File: src/rtl/gate_op_scheduler.sv
// gate_op_scheduler: round-robin sharing of one AND/OR/NOT unit between NREQ requesters
//   clk, rst            clock, asynchronous active-high reset
//   req, op, a, b       per-requester request, opcode (00 AND, 01 OR, 10 NOT, 11 reserved), operands
//   gnt                 one-hot/zero combinational grant
//   rsp_valid/ready     1-deep result register handshake
//   rsp_id/op/data/err  requester index, opcode, result, reserved-opcode flag
module gate_op_scheduler #(
  parameter int NREQ = 4,
  parameter int WIDTH = 8,
  localparam int IDW = $clog2(NREQ)
) (
  input  logic                   clk,
  input  logic                   rst,
  input  logic [NREQ-1:0]        req,
  input  logic [2*NREQ-1:0]      op,
  input  logic [WIDTH*NREQ-1:0]  a,
  input  logic [WIDTH*NREQ-1:0]  b,
  output logic [NREQ-1:0]        gnt,
  output logic                   rsp_valid,
  input  logic                   rsp_ready,
  output logic [IDW-1:0]         rsp_id,
  output logic [1:0]             rsp_op,
  output logic [WIDTH-1:0]       rsp_data,
  output logic                   rsp_err
);
  logic [IDW-1:0]   ptr_q, ptr_d, sel, rsp_id_q, rsp_id_d;
  logic             rsp_valid_q, rsp_valid_d, rsp_err_q, rsp_err_d;
  logic [1:0]       rsp_op_q, rsp_op_d, op_k;
  logic [WIDTH-1:0] rsp_data_q, rsp_data_d, a_k, b_k, res;
  logic             found, slot_free, grant;
  always_comb begin
    found = 1'b0;
    sel = '0;
    // first pending requester at or after ptr, wrapping modulo NREQ
    for (int j = 0; j < NREQ; j++)
      if (!found && req[(int'(ptr_q) + j) % NREQ]) begin
        found = 1'b1;
        sel = IDW'((int'(ptr_q) + j) % NREQ);
      end
    slot_free = !rsp_valid_q || rsp_ready;
    gnt = (found && slot_free && !rst) ? NREQ'(1) << sel : '0;
    grant = |gnt;
    op_k = op[2*sel +: 2];
    a_k = a[WIDTH*sel +: WIDTH];
    b_k = b[WIDTH*sel +: WIDTH];
    res = op_k == 2'b00 ? a_k & b_k : op_k == 2'b01 ? a_k | b_k : op_k == 2'b10 ? ~a_k : '0;
    // a grant overwrites the slot even while it is being drained
    rsp_valid_d = grant || (rsp_valid_q && !rsp_ready);
    rsp_id_d = grant ? sel : rsp_id_q;
    rsp_op_d = grant ? op_k : rsp_op_q;
    rsp_data_d = grant ? res : rsp_data_q;
    rsp_err_d = grant ? op_k == 2'b11 : rsp_err_q;
    ptr_d = grant ? (sel == IDW'(NREQ - 1) ? '0 : sel + 1'b1) : ptr_q;
  end
  always_ff @(posedge clk or posedge rst) begin
    if (rst) begin
      ptr_q <= '0;
      rsp_valid_q <= 1'b0;
      rsp_id_q <= '0;
      rsp_op_q <= 2'b00;
      rsp_data_q <= '0;
      rsp_err_q <= 1'b0;
    end else begin
      ptr_q <= ptr_d;
      rsp_valid_q <= rsp_valid_d;
      rsp_id_q <= rsp_id_d;
      rsp_op_q <= rsp_op_d;
      rsp_data_q <= rsp_data_d;
      rsp_err_q <= rsp_err_d;
    end
  end
  assign rsp_valid = rsp_valid_q;
  assign rsp_id = rsp_id_q;
  assign rsp_op = rsp_op_q;
  assign rsp_data = rsp_data_q;
  assign rsp_err = rsp_err_q;
endmodule

File: config.mk
export PLATFORM = sky130hd
export DESIGN_NAME = gate_op_scheduler
export DESIGN_NICKNAME = d
export VERILOG_FILES = /design/src/rtl/gate_op_scheduler.sv
export SDC_FILE = /design/constraint.sdc
export NUM_CORES = 1
export LEC_CHECK = 0
export ABC_AREA = 1
export BUFFER_PORTS_ARGS = -buffer_cell sky130_fd_sc_hd__buf_4
export CAP_MARGIN = 5
export CORE_ASPECT_RATIO = 0.75
export CORE_MARGIN = 2
export CORE_UTILIZATION = 44
export CTS_BUF_LIST = sky130_fd_sc_hd__clkbuf_4
export CTS_CLUSTER_DIAMETER = 40
export DETAILED_ROUTE_END_ITERATION = 6
export PLACE_DENSITY = 0.8
export SYNTH_ARGS = -nofsm -noshare
export SYNTH_HDL_FRONTEND = slang
export SYNTH_SLANG_ARGS = --single-unit
export TNS_END_PERCENT = 50
File: constraint.sdc
create_clock -name clk -period 2.3 [get_ports clk]
set_input_delay 0.115 -clock clk [delete_from_list [all_inputs] [get_ports clk]]
set_output_delay 0.115 -clock clk [all_outputs]
set_load 0.02 [all_outputs]
**Word-level counts from Yosys, hierarchy flattened**

Index checks and enable logic that the tools add are counted.
Widths: inputs -> output; s select.

- Equality and inequality tests: 4
- Reductions and logical operators: 19
- Bitwise logic cells: 6
- Order comparisons: 4
- Multiplexer cells: 24
- Add/subtract/negate cells: 4
- Shift operators: 4

Operators by type and width:

| cell | count |
|---|---|
| $shiftx 32x6->8 | 2 |
| $mux 8 | 3 |
| $lt 3x4->1 const B | 3 |
| $mux 1 | 11 |
| $mux 2 | 5 |
| $and 8x8->8 | 1 |
| $bmux 1 s2 | 4 |
| $not 8->8 | 1 |
| $or 8x8->8 | 1 |
| $shiftx 8x4->2 | 1 |
| $eq 2x2->1 const B | 3 |
| $logic_and 1x1->1 | 6 |
| $logic_not 1->1 | 6 |
| $reduce_or 2->1 | 3 |
| $add 2x1->2 const B | 2 |
| $add 2x2->2 const B | 2 |
| $mux 4 | 1 |
| $reduce_or 4->1 | 1 |
| $shl 1x2->4 const A | 1 |
| $and 1x1->1 const A | 3 |
| $lt 2x3->1 const B | 1 |
| $eq 2x1->1 const B | 1 |
| $logic_not 2->1 | 1 |
| $logic_or 1x1->1 | 2 |

- Input port bits: 79
- Bits in registers: 16
- Output and inout bits: 18

**Longest topological paths before layout**

Gate-level depths: netlist of the first run.

- Depth in word-level cells: 19
- Mapped depth: 22
- Gate-level depth less buffers: 18

**Worst setup path before layout of the first run**

Ideal clock, no wire load.

- Kind: reg-to-reg
- Start: reg ptr_q[0]
- End: reg rsp_data_q[2], in the netlist rsp_data[2]
- Cell stages (with the launch flop): 22
- Required time: 2.183 ns
- Arrival time: 2.547 ns
- Slack: -0.364 ns
- Setup time: 0.117 ns
- Cell sequence: dfrtp_1 -> buf_6 -> inv_6 -> nand2_1 -> nand3_1 -> nand2_2 -> inv_2 -> nand2_2 -> nand2_4 -> nand3_4 -> buf_6 -> buf_6 -> inv_1 -> ha_1 -> inv_1 -> nor2_1 -> nor2_1 -> nand2_1 -> buf_2 -> nand2_1 -> nor2_1 -> nor2_1

- Elaborated cells on any way between the ends: 45
- Those cells by class: add/sub (3); eq/ne (2); shift (4); mux (23); bitwise (3); reduce/logical (10)

RTL lines:

| what | RTL line | RTL |
|---|---|---|
| start, declared | 26 | `logic [IDW-1:0] ptr_q, ptr_d, sel, rsp_id_q, rsp_id_d;` |
| start signal, assigned | 64 | `ptr_q <= ptr_d;` |
| $add 2x1->2 or $bmux 1 s2 (tied branches) | 36, 38 |  |
| $bmux 1 s2 or $mux 1 (tied branches) | 36 | `if (!found && req[(int'(ptr_q) + j) % NREQ]) begin` |
| $mux 1 (implied by the code) | 36 |  |
| $mux 1 (implied by the code) or $logic_not 1->1 (tied branches) | 36 |  |
| $logic_and 1x1->1 | 36 |  |
| $mux 1 | 36 |  |
| $logic_not 1->1 | 36 |  |
| $logic_and 1x1->1 | 36 |  |
| $mux 1 | 36 |  |
| $logic_not 1->1 | 36 |  |
| $logic_and 1x1->1 | 36 |  |
| $mux 2 * | 36 |  |
| named net sel[0] | 26 |  |
| $shl 1x2->4 * | 41 | `gnt = (found && slot_free && !rst) ? NREQ'(1) << sel : '0;` |
| $mux 4 * | 41 |  |
| named net gnt[3] | 18 | `output logic [NREQ-1:0] gnt,` |
| $reduce_or 4->1 * | 42 | `grant = \|gnt;` |
| end signal, assigned | 68 | `rsp_data_q <= rsp_data_d;` |
| end, declared | 29 | `logic [WIDTH-1:0] rsp_data_q, rsp_data_d, a_k, b_k, res;` |

The timed path passes the listed nets; every way through them passes the cells marked *. The select of a mux whose other input is x is not followed.
A chain may end at the register's enable or synchronous reset.

**Worst setup path after layout of the first run**

- Start: reg ptr_q[0]
- End: out gnt[0]

- Word-level cells in the longest chain between the ends: 15
- Elaborated cells on any way between the ends: 32
- Those cells by class: add/sub (3); shift (1); mux (20); reduce/logical (8)

Ends and longest elaborated chain:

| what | RTL line |
|---|---|
| $add 2x1->2 or $bmux 1 s2 (tied branches) | 36, 38 |
| $bmux 1 s2 or $mux 1 (tied branches) | 36 |
| $mux 1 (implied by the code) | 36 |
| $mux 1 (implied by the code) or $logic_not 1->1 (tied branches) | 36 |
| $logic_and 1x1->1 | 36 |
| $mux 1 | 36 |
| $logic_not 1->1 | 36 |
| $logic_and 1x1->1 | 36 |
| $mux 1 | 36 |
| $logic_not 1->1 | 36 |
| $logic_and 1x1->1 | 36 |
| $mux 1 | 36 |
| $logic_and 1x1->1 (2 in a row) | 41 |
| $mux 4 * | 41 |
| end, declared | 18 |

Mark *: on every way between the ends. The rest lies on a longest branch, timed or not. The select of a mux whose other input is x is not followed.

==> results_dict.tcl, run 1 <==
set metrics [dict create \
    synth-seq-area-share_pct 19.2 \
    r2r-end "ptr_q[1]" \
    synth_top_area_share_pct 24.8 \
    regToRegSetupSlack_ps -130 \
    detail_route.wl_per_cell_um 14.0 \
    die_w_um 83.5 \
    first_pass_iters 4 \
    layout.cells.non_filler 531 \
    ant_nets 0 \
    fin_skew_ps 10.8 \
    start_util_pct 46.1 \
    root_buffer "clkbuf_4" \
    required_ps 2180 \
    place_congestion 0.963 \
    ios 97 \
    drive_gt1_share_pct 44.5 \
    cts_tree "yes" \
    setup_viol 20 \
    clock_sinks 16 \
    synth_area_per_cell_um2 5.86 \
    slew-limit-headroom_pct 84.8 \
    cts_made_buffers 3 \
    final_nets 558 \
    reg2reg_depth 19 \
    die_area_um2 5310 \
    grt_pass1_vias 2673 \
    drc_errors 0 \
    coreArea_um2 4520 \
    max_slew.worst_pin.slew_ps 225 \
    wl_um 7460 \
    hold_end "rsp_valid" \
    track_usage_pct 27.2 \
    antenna_cells 0 \
    maxCapViolations 0 \
    grt_remaining_overflow 0 \
    grt_max_degree 34 \
    drt_iter0_drc 217 \
    clk_latency_ps 310 \
    io_buffers 96 \
    synth_area_leaders "nand2_1 25%, dfrtp_1 19%, nand3_1 12%" \
    critical_path_class "reg -> out" \
    synth_area_leader_cell "nand2_1" \
    start_kind "flip-flop" \
    yosysMostFrequentCell "nand2_1" \
    final.setup.worst_slack_ps -137 \
    synthesis.nets 439 \
    antenna_found_initial 0 \
    vias 2853 \
    ctsHtreeMaxLevel 1 \
    worstHoldPathType "in -> reg" \
    tns_ps -1910 \
    rsz0062_at_grt "true" \
    slew_violations 0 \
    dp_cells 511 \
    synthArstFlopShare_pct 100 \
    whs_path_depth 4 \
    arrival_ps 2320 \
    synthTopCellsByCount "138 x nand2_1, 50 x nand3_1, 40 x nor2_1, 36 x nand4_1, 19 x inv_1" \
    finalCritPeriodShare_pct 106 \
    via_per_inst 5.37 \
    cp-end-kind "output pin" \
    clk_pin_slew_ps 100 \
    status "complete, but fails checks" \
    syn_to_final_growth_pct 68.7 \
    synth_cells 356 \
    dpl_worst_slack_ps -204 \
    report.final.hold_viol_count 0 \
    grt_pass1_wl_um 12100 \
    failed_checks "negative setup slack" \
    clockBufferDepth 2 \
    min_period_ps 2440 \
    ys_seq_elements 16 \
    dp_hpwl_um 5120 \
    hp-start "rsp_ready" \
    critPathMaxFanout 6 \
    netlist-cell-type-count 21 \
    row_count 21 \
    syn-cell-area_um2 2080 \
    die_h_um 63.6 \
    rr_startpoint "ptr_q[0]" \
    yosysWarnings 0 \
    fmax_mhz 410 \
    ys.flop_type "dfrtp_1" \
    synth_edf_count 0 \
]
## worst max path at each step
stage               slack (ps)     start  cells after the start           to
detailed placement        -200  ptr_q[0]                     19  rsp_data[0]
finish                    -140  ptr_q[0]                     16       gnt[0]
global placement          -120  ptr_q[0]                     17  rsp_data[0]
global route              -280  ptr_q[0]                     18  rsp_data[0]
floorplan                  -60  ptr_q[0]                     21  rsp_data[2]
CTS                        -40  ptr_q[0]                     15       gnt[1]
## sequential cells by signal, indices dropped and copies added, names as in the netlist
| name | cells |
|---|---|
| rsp_err | 1 |
| ptr_q | 2 |
| rsp_id | 2 |
| rsp_data | 8 |
| rsp_valid | 1 |
| rsp_op | 2 |
## cell usage in the layout (no fill, tap or decap), drive strengths merged
cell type	Yosys	layout
nand2	149	149
buf	22	132
inv	24	25
nand3	55	56
ha	4	4
dfrtp	16	16
clkinv	0	1
o21ai	7	7
nor2	43	43
dlygate4sd3	0	1
clkbuf	0	4
nand4	36	36
## logic make-up after synthesis
family                   synth area share [%]
AND/OR/NAND/NOR                          63.8
buffers and inverters                    12.9
flip-flops                               19.2
AO/OA/AOI/OAI                            1.68
adder cells (fa/ha/maj)                  2.40
## per-stage QoR
stage	hold slack [ps]	utilization (%)	instance area [µm²]
floorplan	44.4	-	2220
global placement	186	68.5	3100
detailed placement	200	68.5	3100
CTS	96.6	75.1	3390
global route	109	77.8	3520
finish	104	77.8	3520
## worst max-delay path, cell delays in order (launching register included)
cell	delay, ps
dfrtp_2	450
buf_12	150
inv_8	70
nand2_2	50
nand2_2	90
nand2_1	80
nand2_1	80
nand2_2	80
nand2_2	80
nand2_4	60
nand3_4	160
buf_4	150
ha_4	120
inv_2	40
nor2_4	130
buf_6	120
buf_6	100
## per-layer routing
layer	GRT usage [%]	up-vias	wire, µm
li1	-	1409	-
met1	33.0	1317	2990
met3	4.72	12	476
met5	0	-	0
met2	50.2	115	3890
met4	6.85	0	102
## cell type report
type / instances / area, µm²
fill: 312 / 1000
inverter: 24 / 110
multi-input combinational: 295 / 1670
tap: 57 / 71.3
timing repair inverter: 1 / 6.26
clock buffer: 3 / 22.5
sequential: 16 / 403
clock inverter: 1 / 3.75
timing repair buffer: 134 / 1230
## what timing repair did
action,4_1_cts,5_1_grt
setup buffers,8,3
gates resized for setup,40,20
setup endpoints to repair,20,20
cloned,3,1
pin swaps,17,12
hold buffers,1,0
hold endpoints to repair,16,0
Power of run 1 is not shown: default switching activity piles up to over one toggle a cycle in this logic, so the estimate is an artifact.
==> run 2, diff against run 1 <==
--- a/config.mk
+++ b/config.mk
@@ -14,7 +14,7 @@
 export CTS_BUF_LIST = sky130_fd_sc_hd__clkbuf_4
 export CTS_CLUSTER_DIAMETER = 40
 export DETAILED_ROUTE_END_ITERATION = 6
-export PLACE_DENSITY = 0.8
+export PLACE_DENSITY = 0.84
 export SYNTH_ARGS = -nofsm -noshare
 export SYNTH_HDL_FRONTEND = slang
 export SYNTH_SLANG_ARGS = --single-unit
==> results_dict.tcl, run 2 (same netlist as run 1, synthesis figures left out) <==
set metrics [dict create \
    drc_errors 0 \
    r2r-end "rsp_data[5]" \
    tns_ps -2590 \
    clk_latency_ps 300 \
    status "complete, but fails checks" \
    antenna_found_initial 0 \
    vias 3026 \
    dp_cells 512 \
    holdWs_ps 175 \
    maxCapViolations 0 \
    worstHoldPathType "in -> reg" \
    dp_hpwl_um 5140 \
    die_area_um2 5310 \
    cp-end-kind "flip-flop" \
    detail_route.wl_per_cell_um 16.0 \
    drive_gt1_share_pct 51.5 \
    ios 97 \
    hold_end "rsp_valid" \
    arrival_ps 2720 \
    crit_buf_inv 6 \
    failed_checks "negative setup slack" \
    final.setup.worst_slack_ps -202 \
    antenna_cells 0 \
    report.final.hold_viol_count 0 \
    start_util_pct 46.1 \
    cts_tree "yes" \
    rsz0062_at_grt "true" \
    row_count 21 \
    crit_chain "buf_12, clkinv_8, nand2_4, nand2_4, nand2_4, nand2_4, nor2_4, nand3_4, nand3_4, buf_12, inv_6, ha_4, inv_2, nor2_4, nor2_4, nand2_4, buf_16, nand2_1, nor2_1, nor2_1" \
    final_nets 562 \
    place_congestion 0.937 \
    ctsHtreeMaxLevel 1 \
    layout.cells.non_filler 535 \
    root_buffer "clkbuf_4" \
    grt_remaining_overflow 0 \
    start_kind "flip-flop" \
    track_usage_pct 27.9 \
    die_h_um 63.6 \
    min_period_ps 2500 \
    grt_max_degree 33 \
    slew_violations 0 \
    crit_top_cell "nand2_4" \
    cts_made_buffers 3 \
    io_buffers 96 \
    syn_to_final_growth_pct 78.0 \
    setup_viol 20 \
    first_pass_iters 5 \
    slew-limit-headroom_pct 85.3 \
    clock_sinks 16 \
    wl_um 8570 \
    grt_pass1_wl_um 12200 \
    required_ps 2520 \
    die_w_um 83.5 \
    mostFrequentLayoutCells "112 x buf_4, 100 x nand2_1, 36 x nand3_1, 36 x nand4_1, 34 x nand2_2" \
    coreArea_um2 4520 \
    clk_pin_slew_ps 100 \
    crit_family "simple AND/OR/NAND/NOR gates" \
    whs_path_depth 4 \
    finalCritPeriodShare_pct 109 \
    cp_slowest_cell "dfrtp_2" \
    final_common_cell "buf_4" \
    via_per_inst 5.66 \
    largest_reg_flops 8 \
    critical_path_class "reg -> reg" \
    cp_slowest_stage_delay_ps 400 \
    critPathMaxFanout 8 \
    max_slew.worst_pin.slew_ps 218 \
    fin_skew_ps 4.08 \
    clockBufferDepth 2 \
    rr_startpoint "ptr_q[0]" \
    regToRegSetupSlack_ps -200 \
    grt_pass1_vias 2738 \
    drt_iter0_drc 181 \
    ant_nets 0 \
    hp-start "rsp_ready" \
    reg2reg_depth 20 \
    fmax_mhz 400 \
]
## run 2: cell types whose count changed in the layout (fill, tap and decap cells not counted), sizes merged
cell and delta:
inv -1, clkbuf +2, clkinv +1, buf +3, nand3 -1
## run 2: stage by stage
| step | utilization [%] | cell area (µm²) | setup slack [ps] |
|---|---|---|---|
| floorplan | - | 2220 | -55.8 |
| global placement | 68.4 | 3090 | -71.1 |
| detailed placement | 68.4 | 3090 | -187 |
| CTS | 75.7 | 3420 | -38.5 |
| global route | 82.1 | 3710 | -333 |
| finish | 82.1 | 3710 | -202 |
## run 2: how the worst max path moves through the flow
stage / startpoint / to / cells past startpoint
finish: ptr_q[0] / rsp_data[5] / 20
global placement: ptr_q[0] / rsp_data[7] / 18
detailed placement: ptr_q[0] / rsp_data[3] / 18
floorplan: ptr_q[0] / rsp_data[2] / 21
CTS: ptr_q[0] / gnt[2] / 15
global route: ptr_q[0] / rsp_data[5] / 19
## run 2: metal layers
| metal | global-route usage, % | part of all wire, % | vias up |
|---|---|---|---|
| met1 | 33.0 | 38 | 1378 |
| met3 | 4.85 | 6.5 | 44 |
| met2 | 50.6 | 51 | 192 |
| met4 | 11.1 | 4.0 | 0 |
| met5 | 0 | 0 | - |
| li1 | - | - | 1412 |
## run 2: worst reg2reg max path: stages (launching register included)
cell and delay, ps:
dfrtp_2 400, buf_12 140, clkinv_8 80, nand2_4 70
nand2_4 80, nand2_4 90, nand2_4 60, nor2_4 190
nand3_4 130, nand3_4 140, buf_12 130, inv_6 40
ha_4 150, inv_2 60, nor2_4 40, nor2_4 130
nand2_4 120, buf_16 160, nand2_1 60, nor2_1 40
nor2_1 120
## run 2: layout make-up
class	count	area (µm²)
Multi-Input combinational cell	294	1780
Timing Repair Buffer	139	1310
Fill cell	288	810
Sequential cell	16	403
Inverter	24	120
Tap cell	57	71.3
Clock buffer	3	22.5
Timing Repair inverter	1	6.26
Clock inverter	1	3.75
## run 2: what timing repair did
action                                  4_1_cts  5_1_grt
resized for setup                            38       58
hold buffers                                  1        0
endpoints found under the hold margin        16        0
pin swaps                                    15       34
setup buffers                                11        2
endpoints found under the setup margin       20       20
cloned                                        2        4
Power of run 2 is left out for the same reason.
